<file path="src/rtl/uart_tx_drain_pkg.sv">
`default_nettype none
// ============================================================================
// Module   : uart_tx_drain_pkg
// Brief    : Shared state encoding and constants for the UART TX drain block.
// Revision : 1.0
// ============================================================================
package uart_tx_drain_pkg;

    typedef enum logic [1:0] {
        UART_TX_IDLE  = 2'd0,
        UART_TX_START = 2'd1,
        UART_TX_DATA  = 2'd2,
        UART_TX_STOP  = 2'd3
    } uart_tx_state_e;

    // 50 MHz system clock at 115200 baud
    localparam int c_DEFAULT_CLKS_PER_BIT = 434;
    localparam int c_DATA_BITS            = 8;

endpackage
`default_nettype wire

</file>
<file path="src/rtl/uart_tx_drain_if.sv">
`default_nettype none
// ============================================================================
// Module   : uart_tx_drain_if
// Brief    : Output byte buffer head/count/pop link between buffer and drain.
// Revision : 1.0
// ============================================================================
interface uart_tx_drain_if #(
    parameter int COUNT_WIDTH = 32
);
    logic [COUNT_WIDTH-1:0] buf_count;
    logic [7:0]             buf_data;
    logic                   buf_pop;

    modport master (output buf_count, output buf_data, input buf_pop);
    modport slave  (input buf_count, input buf_data, output buf_pop);
endinterface
`default_nettype wire

</file>
<file path="src/rtl/uart_baud_tick.sv">
`default_nettype none
// ============================================================================
// Module   : uart_baud_tick
// Brief    : Modulo-CLKS_PER_BIT counter with sync clear; ticks on last count.
// Revision : 1.0
// ============================================================================
module uart_baud_tick
    import uart_tx_drain_pkg::*;
#(
    parameter int CLKS_PER_BIT = c_DEFAULT_CLKS_PER_BIT
) (
    input  wire logic clk,
    input  wire logic reset,
    input  wire logic i_clear,
    output logic      o_tick
);
    localparam int              c_W    = $clog2(CLKS_PER_BIT);
    localparam logic [c_W-1:0]  c_LAST = c_W'(CLKS_PER_BIT - 1);

    logic [c_W-1:0] r_count;
    logic           w_tick;

    assign w_tick = (r_count == c_LAST);
    assign o_tick = w_tick;

    always_ff @(posedge clk or posedge reset) begin
        if (reset) begin
            r_count <= '0;
        end else if (i_clear || w_tick) begin
            r_count <= '0;
        end else begin
            r_count <= r_count + 1'b1;
        end
    end
endmodule
`default_nettype wire

</file>
<file path="src/rtl/uart_tx_drain.sv">
`default_nettype none
// ============================================================================
// Module   : uart_tx_drain
// Brief    : Drains the output byte buffer onto an 8N1 UART TX line, LSB first.
// Revision : 1.0
// ============================================================================
module uart_tx_drain
    import uart_tx_drain_pkg::*;
#(
    parameter int CLKS_PER_BIT = c_DEFAULT_CLKS_PER_BIT,
    parameter int COUNT_WIDTH  = 32
) (
    input  wire logic         clk,
    input  wire logic         reset,
    input  wire logic         tx_enable,
    uart_tx_drain_if.slave    bus,
    output logic              tx,
    output logic              busy
);
    localparam logic [2:0] c_LAST_BIT = 3'(c_DATA_BITS - 1);

    uart_tx_state_e         r_state;
    logic [7:0]             r_shift;
    logic [2:0]             r_bit_cnt;
    logic                   r_tx;
    logic                   r_busy;
    logic                   w_tick;
    logic                   w_has_data;
    logic                   w_pop;
    logic [COUNT_WIDTH-1:0] w_count;

    assign w_count    = bus.buf_count;
    assign w_has_data = |w_count;

    // Pop only where a new frame can start: idle, or the final stop-bit cycle
    assign w_pop = !reset && tx_enable && w_has_data &&
                   ((r_state == UART_TX_IDLE) || ((r_state == UART_TX_STOP) && w_tick));

    assign bus.buf_pop = w_pop;
    assign tx          = r_tx;
    assign busy        = r_busy;

    uart_baud_tick #(
        .CLKS_PER_BIT (CLKS_PER_BIT)
    ) u_baud (
        .clk     (clk),
        .reset   (reset),
        .i_clear (r_state == UART_TX_IDLE),
        .o_tick  (w_tick)
    );

    always_ff @(posedge clk or posedge reset) begin
        if (reset) begin
            r_state   <= UART_TX_IDLE;
            r_shift   <= '0;
            r_bit_cnt <= '0;
            r_tx      <= 1'b1;
            r_busy    <= 1'b0;
        end else begin
            case (r_state)
                UART_TX_IDLE: begin
                    if (w_pop) begin
                        r_state <= UART_TX_START;
                        r_shift <= bus.buf_data;
                        r_tx    <= 1'b0;
                        r_busy  <= 1'b1;
                    end
                end
                UART_TX_START: begin
                    if (w_tick) begin
                        r_state   <= UART_TX_DATA;
                        r_bit_cnt <= '0;
                        r_tx      <= r_shift[0];
                    end
                end
                UART_TX_DATA: begin
                    if (w_tick) begin
                        r_shift <= {1'b0, r_shift[7:1]};
                        if (r_bit_cnt == c_LAST_BIT) begin
                            r_state <= UART_TX_STOP;
                            r_tx    <= 1'b1;
                        end else begin
                            r_bit_cnt <= r_bit_cnt + 3'd1;
                            r_tx      <= r_shift[1];
                        end
                    end
                end
                UART_TX_STOP: begin
                    if (w_tick) begin
                        if (w_pop) begin
                            r_state <= UART_TX_START;
                            r_shift <= bus.buf_data;
                            r_tx    <= 1'b0;
                        end else begin
                            r_state <= UART_TX_IDLE;
                            r_busy  <= 1'b0;
                        end
                    end
                end
                default: begin
                    r_state <= UART_TX_IDLE;
                    r_tx    <= 1'b1;
                    r_busy  <= 1'b0;
                end
            endcase
        end
    end
endmodule
`default_nettype wire

</file>
<file path="src/flat_wrapper.sv">
// flat-port wrapper written by rule: the top's interface ports become plain ports
module uart_tx_drain_flat import uart_tx_drain_pkg::*;
#(
    parameter int CLKS_PER_BIT = c_DEFAULT_CLKS_PER_BIT,
    parameter int COUNT_WIDTH  = 32
)
  (clk, reset, tx_enable, tx, busy, bus_buf_count, bus_buf_data, bus_buf_pop);
  uart_tx_drain_if #(.COUNT_WIDTH(COUNT_WIDTH)) bus_i ();
  input  wire logic clk;
  input  wire logic reset;
  input  wire logic tx_enable;
  output logic tx;
  output logic busy;
  input wire logic [$bits(bus_i.buf_count)-1:0] bus_buf_count;
  input wire logic [$bits(bus_i.buf_data)-1:0] bus_buf_data;
  output wire logic [$bits(bus_i.buf_pop)-1:0] bus_buf_pop;
  assign bus_i.buf_count = bus_buf_count;
  assign bus_i.buf_data = bus_buf_data;
  assign bus_buf_pop = bus_i.buf_pop;
  uart_tx_drain #(.CLKS_PER_BIT(CLKS_PER_BIT), .COUNT_WIDTH(COUNT_WIDTH)) u_core (.clk(clk), .reset(reset), .tx_enable(tx_enable), .bus(bus_i), .tx(tx), .busy(busy));
endmodule
</file>
<file path="config.mk">
export PLATFORM = sky130hd
export DESIGN_NAME = uart_tx_drain_flat
export DESIGN_NICKNAME = d
export VERILOG_FILES = /design/src/rtl/uart_tx_drain_pkg.sv /design/src/rtl/uart_tx_drain_if.sv /design/src/rtl/uart_baud_tick.sv /design/src/rtl/uart_tx_drain.sv /design/src/flat_wrapper.sv
export SDC_FILE = /design/constraint.sdc
export NUM_CORES = 1
export LEC_CHECK = 0
export ABC_AREA = 1
export BUFFER_PORTS_ARGS = -buffer_cell sky130_fd_sc_hd__buf_2
export CELL_PAD_IN_SITES_DETAIL_PLACEMENT = 1
export CELL_PAD_IN_SITES_GLOBAL_PLACEMENT = 2
export CORE_UTILIZATION = 25
export DETAILED_ROUTE_END_ITERATION = 7
export PLACE_DENSITY_LB_ADDON = 0.3
export SLEW_MARGIN = 40
export SYNTH_ARGS = -nofsm -noshare
export SYNTH_HDL_FRONTEND = slang
export SYNTH_SLANG_ARGS = --single-unit
</file>
<file path="constraint.sdc">
create_clock -name clk -period 1.8 [get_ports clk]
set_clock_uncertainty 0.15 [all_clocks]
set_input_delay 0.09 -clock clk [delete_from_list [all_inputs] [get_ports clk]]
set_output_delay 0.09 -clock clk [all_outputs]
set_load 0.02 [all_outputs]
</file>
Word-level counts from Yosys, hierarchy flattened --
Index checks and enable logic that the tools add are counted.
Storage, ports and cells: bits in registers 24, output and inout port bits 3
Operators by class: add/sub/neg operators 2, equality and inequality tests 12, mux-type cells 26, reductions and logical operators 17
Operator list (number):
- 32-bit OR reduction | 1
- 8-bit 2-to-1 mux | 3
- 8-bit one-hot mux with 3 select lines | 1
- 2-bit inequality test, second input constant | 6
- 2-bit 2-to-1 mux | 5
- 9-bit by 1-bit adder with 9-bit output, second input constant | 1
- 9-bit == test, second input constant | 1
- 1-bit 2-to-1 mux | 9
- 3-bit 2-to-1 mux | 3
- 9-bit 2-to-1 mux | 1
- 2-bit one-hot mux with 4 select lines | 1
- 4-bit AND reduction | 2
- 3-bit one-hot mux with 2 select lines | 1
- 3-bit AND reduction | 2
- 5-bit AND reduction | 1
- 2-bit == test, second input constant | 2
- 1-bit logical AND | 4
- 1-bit one-hot mux with 4 select lines | 1
- 2-bit nonzero test | 2
- 3-bit by 1-bit adder with 3-bit output, second input constant | 1
- 3-bit == test, second input constant | 1
- 3-bit nonzero test | 1
- 2-bit by 1-bit == test with 1-bit output, second input constant | 1
- 2-bit zero test | 1
- other kinds (4) | 5

Longest topological paths before layout --
word-level depth 7, depth in mapped cells 11, gate-level depth less buffers 11

Hierarchy --
From an unflattened synthesis, not the netlist that was laid out.
Unflattened totals: cells, all modules 237, area total of the unflattened synthesis 1622.8 sq um
Modules (own cells, without submodules):
- uart_tx_drain | instances 1, cells an instance 168, area an instance 1116.1 sq um, seq. area each 376.6 sq um
- uart_baud_tick | instances 1, cells an instance 69, area an instance 506.7 sq um, seq. area each 225.2 sq um

Worst setup path after synthesis --
No wires, ideal clock.
path type register to register, start register u_core.r_state[0], end register u_core.r_state[1], library setup time 121 ps, arrival 1495 ps, required time 1529 ps, setup slack 34 ps, cell stages (with the launch flop) 11, buffers on the path 2, cell sequence dfrtp_1 -> inv_1 -> ha_1 -> buf_2 -> inv_1 -> buf_2 -> nor2_1 -> a21oi_1 -> nand2_1 -> nand2_1 -> o21ai_1
On the way: longest elaborated chain between the ends 6, elaborated cells on any way between the ends 14, those cells by class eq/ne (8); mux (1); reduce/logical (5)
RTL lines:
- from (decl) | line uart_tx_drain.sv:22 | uart_tx_state_e r_state;
- from (signal assigned) | line uart_tx_drain.sv:54 | r_state <= UART_TX_IDLE;
- from (signal assigned) | line uart_tx_drain.sv:63 | r_state <= UART_TX_START;
- from (signal assigned) | line uart_tx_drain.sv:71 | r_state <= UART_TX_DATA;
- 2-bit == test | line uart_tx_drain.sv:37, uart_tx_drain.sv:60
- 1-bit logical AND | line uart_tx_drain.sv:37 | ((r_state == UART_TX_IDLE) || ((r_state == UART_TX_STOP) && w_tick));
- 1-bit logical OR | line uart_tx_drain.sv:37
- 1-bit logical AND | line uart_tx_drain.sv:36 | assign w_pop = !reset && tx_enable && w_has_data &&
- 2-bit inequality test (no line)
- 5-bit AND reduction (no line)
Parallel ways exist; a longest one is shown, timed or not. A chain may end at the register's enable or synchronous reset.

Worst setup path after layout --
start register u_core.u_baud.r_count[1], end output bus_buf_pop
On the way: longest elaborated chain between the ends 4
RTL lines:
- from (decl) | line uart_baud_tick.sv:20 | logic [c_W-1:0] r_count;
- from (signal assigned) | line uart_baud_tick.sv:32 | r_count <= r_count + 1'b1;
- 9-bit == test | line uart_baud_tick.sv:23 | assign w_tick = (r_count == c_LAST);
- 1-bit logical AND | line uart_tx_drain.sv:37
- 1-bit logical OR | line uart_tx_drain.sv:37
- 1-bit logical AND | line uart_tx_drain.sv:36
- to (decl) | line flat_wrapper.sv:16 | output wire logic [$bits(bus_i.buf_pop)-1:0] bus_buf_pop;
Every way passes these cells.

==> results by group <==
Run status
  – Status: finished clean

GRT
  – Global route overflow: 0
  – First-pass GRT wire length: 6700 um
  – Pin count of the biggest net entering global routing: 19
  – GR Util All Layers: 0.132
  – Initial antenna violation count: 0
  – Vias in the first global route: 1578

Logic synthesis
  – Synth area leader: dfrtp_1
  – Synth top area share: 0.369
  – Synth area leaders: dfrtp_1 37%, nand2_1 18%, inv_1 7.5%
  – Post-Syn Area: 1560 um^2
  – Post-Syn Instances: 219
  – Yosys reg bits: 24
  – Post-synthesis net count: 271
  – Syn Area/Cell: 7.11 um^2
  – Synth warn: 0
  – Seq/Total Area, Yosys: 0.386
  – Synth unique cells: 23

CTS
  – Clk slew on worst S/H paths: 90 ps
  – Clock latency at the later pin of the worst-skew pair: 270 ps
  – CTS Sinks: 24
  – Clock buffer depth: 2
  – H-tree Lvls: 1
  – Clock root buffer: clkbuf_8
  – CTS tree: built
  – TritonCTS Buffers: 3

Critical path
  – Critical Path Fanout Max: 3
  – CP startpoint kind: flop
  – Delay of the slowest critical-path stage: 390 ps
  – Cell mode on critical path: inv_2
  – Reg2reg end: u_core.r_bit_cnt[2]
  – CP Cell Sequence: inv_1, ha_1, inv_2, nor3_2, nand4_1, nand2_1, nand3_2, inv_2, buf_6
  – Reg2reg path depth: 8
  – WP data arrival: 1500 ps
  – Worst Path Required: 1560 ps
  – Crit. End Element: primary output
  – Reg2reg start: u_core.u_baud.r_count[1]
  – WS Path Type: flop to primary output
  – R2R setup slack: 70 ps
  – Slowest library cell on the worst path: dfrtp_1

Place
  – Gpl congestion: 0.727
  – Port-buffer cells: 45
  – Placed insts: 347
  – Dpl hpwl: 3220 um
  – DP Area: 1940 um^2
  – Pre-CTS setup slack: -7.23 ps

Layout
  – Proportion of layout cells with a drive suffix above 1: 0.313
  – Final core occ: 0.347
  – Fillers: 775
  – Post-route cell area: 2070 um^2
  – Synth-to-Final Area Change: 32.8%
  – Most common cell after layout, fill and taps aside: nand2_1
  – # diodes: 0
  – Nets@finish: 334
  – Non-Filler Instances: 356
  – Most frequent cells in the layout: 74 x nand2_1, 44 x buf_2, 26 x inv_1, 22 x nor2_1, 22 x dfrtp_1

Drt
  – # DRC: 0
  – Wire length on met3: 192 um
  – Via/cell ratio: 4.34
  – Routed WL: 4010 um
  – Length of the first detailed-routing pass in iterations: 4
  – Max Used Layer: met4
  – DR vias: 1546
  – Met1 WL: 1810 um
  – 1st-iter DRT viols: 31
  – Antenna viol nets, final: 0
  – Met2 Wirelength: 1970 um
  – Routed len/inst: 11.3 um

STA
  – Tightest slew margin relative to the limit: 0.783
  – Final setup violation count: 0
  – Final min period: 1740 ps
  – Final period util: 0.969
  – Maximum clock frequency: 0.573 GHz
  – Slew Limit Fails: 0
  – Hold Violations, Final: 0
  – Setup TNS: 0 ps
  – Final WS setup: 55.7 ps
  – Min Hold Slack: 0.505 ps
  – RSZ-0062 raised after global routing: yes
  – Worst-Margin Slew: 324 ps

Floorplan
  – Die H: 80.9 um
  – Die ar.: 6550 um^2
  – Starting Density: 0.262
  – Core area: 5960 um^2
  – Die Width: 80.9 um
  – IO Pins: 46
  – Row cnt: 28

Job
  – Max Cap Viol: 0

Worst hold path
  – Min-Delay Path Depth: 5
  – Hold Crit Class: input port to flop
  – Hold path start: bus_buf_data[6]
  – Worst Hold End: u_core.r_shift[6]

Power and ir drop
  – Power Density: 1230 nW/um^2
  – Leak pwr: 1.16 nW
  – Maximum VDD drop: 0.527 mV
  – Pwr Total: 2.54 mW
worst max-delay path, delay by kind of cell, from the launching register on:
family	cells	cell delay, ps
flip-flops	1	390
AND/OR/NAND/NOR	4	380
buffers and inverters	4	320
adder cells (fa/ha/maj)	1	150
worst max-delay path by stage:
| stage | startpoint | endpoint |
|---|---|---|
| floorplan | u_core.r_state[0] | u_core.r_state[1] |
| global placement | u_core.r_state[0] | u_core.r_shift[3] |
| detailed placement | u_core.r_state[1] | u_core.r_shift[7] |
| CTS | u_core.u_baud.r_count[1] | bus_buf_pop |
| global route | u_core.u_baud.r_count[1] | bus_buf_pop |
| finish | u_core.u_baud.r_count[1] | bus_buf_pop |
cells by family (layout without fill, tap and decap cells):
group / Yosys count / after routing / share of synthesized area
fa+ha+maj: 9 / 9 / 0.0723
buf+inv: 33 / 95 / 0.0811
simple gates: 140 / 140 / 0.403
flops: 24 / 24 / 0.386
compound gates: 13 / 13 / 0.0570
cells in the mapped netlist:
library cell,number
nand2_1,74
inv_1,31
nor2_1,26
dfrtp_1,23
nand3_1,15
ha_1,9
a21oi_1,6
nor3_1,5
nand2_2,4
nand4_1,4
nor3_2,3
a32o_1,2
and2_1,2
and3_2,2
buf_2,2
nand2_4,2
nor3b_1,2
o21ai_0,2
a21oi_4,1
dfstp_2,1
nand3b_1,1
o21a_1,1
o21ai_1,1
timing repair:
item / in CTS / in global routing
endpoints found under the setup margin: 9 / 14
setup buffers: 2 / 0
hold buffers: 3 / 0
gates resized for setup: 6 / 11
hold endpoints to repair: 26 / 0
pin swaps: 0 / 2
layout make-up:
cell class | instances | area, um^2 | area share
tap | 75 | 93.8 | 0.0454
multi-input combinational | 162 | 858 | 0.415
inverter | 31 | 116 | 0.0563
clock buffer | 4 | 45.0 | 0.0218
sequential | 24 | 603 | 0.292
timing repair buffer | 60 | 352 | 0.170
sequential cells by signal (all words and copies together) (netlist names):
signal and count:
u_core.r_bit_cnt 3, u_core.tx 1, u_core.u_baud.r_count 9, u_core.r_shift 8
u_core.busy 1, u_core.r_state 2
power breakdown:
part / internal [mW] / switching, mW / total (mW)
clock: 0.158 / 0.176 / 0.334
sequential: 0.708 / 0.116 / 0.823
combinational: 0.569 / 0.809 / 1.38
total: 1.44 / 1.10 / 2.54
metal layers:
layer	global-route usage	vias up
met4	0.0357	0
li1	-	807
met3	0.0270	5
met2	0.241	32
met1	0.155	702
met5	0	-
(Power assumes the default switching activity.)
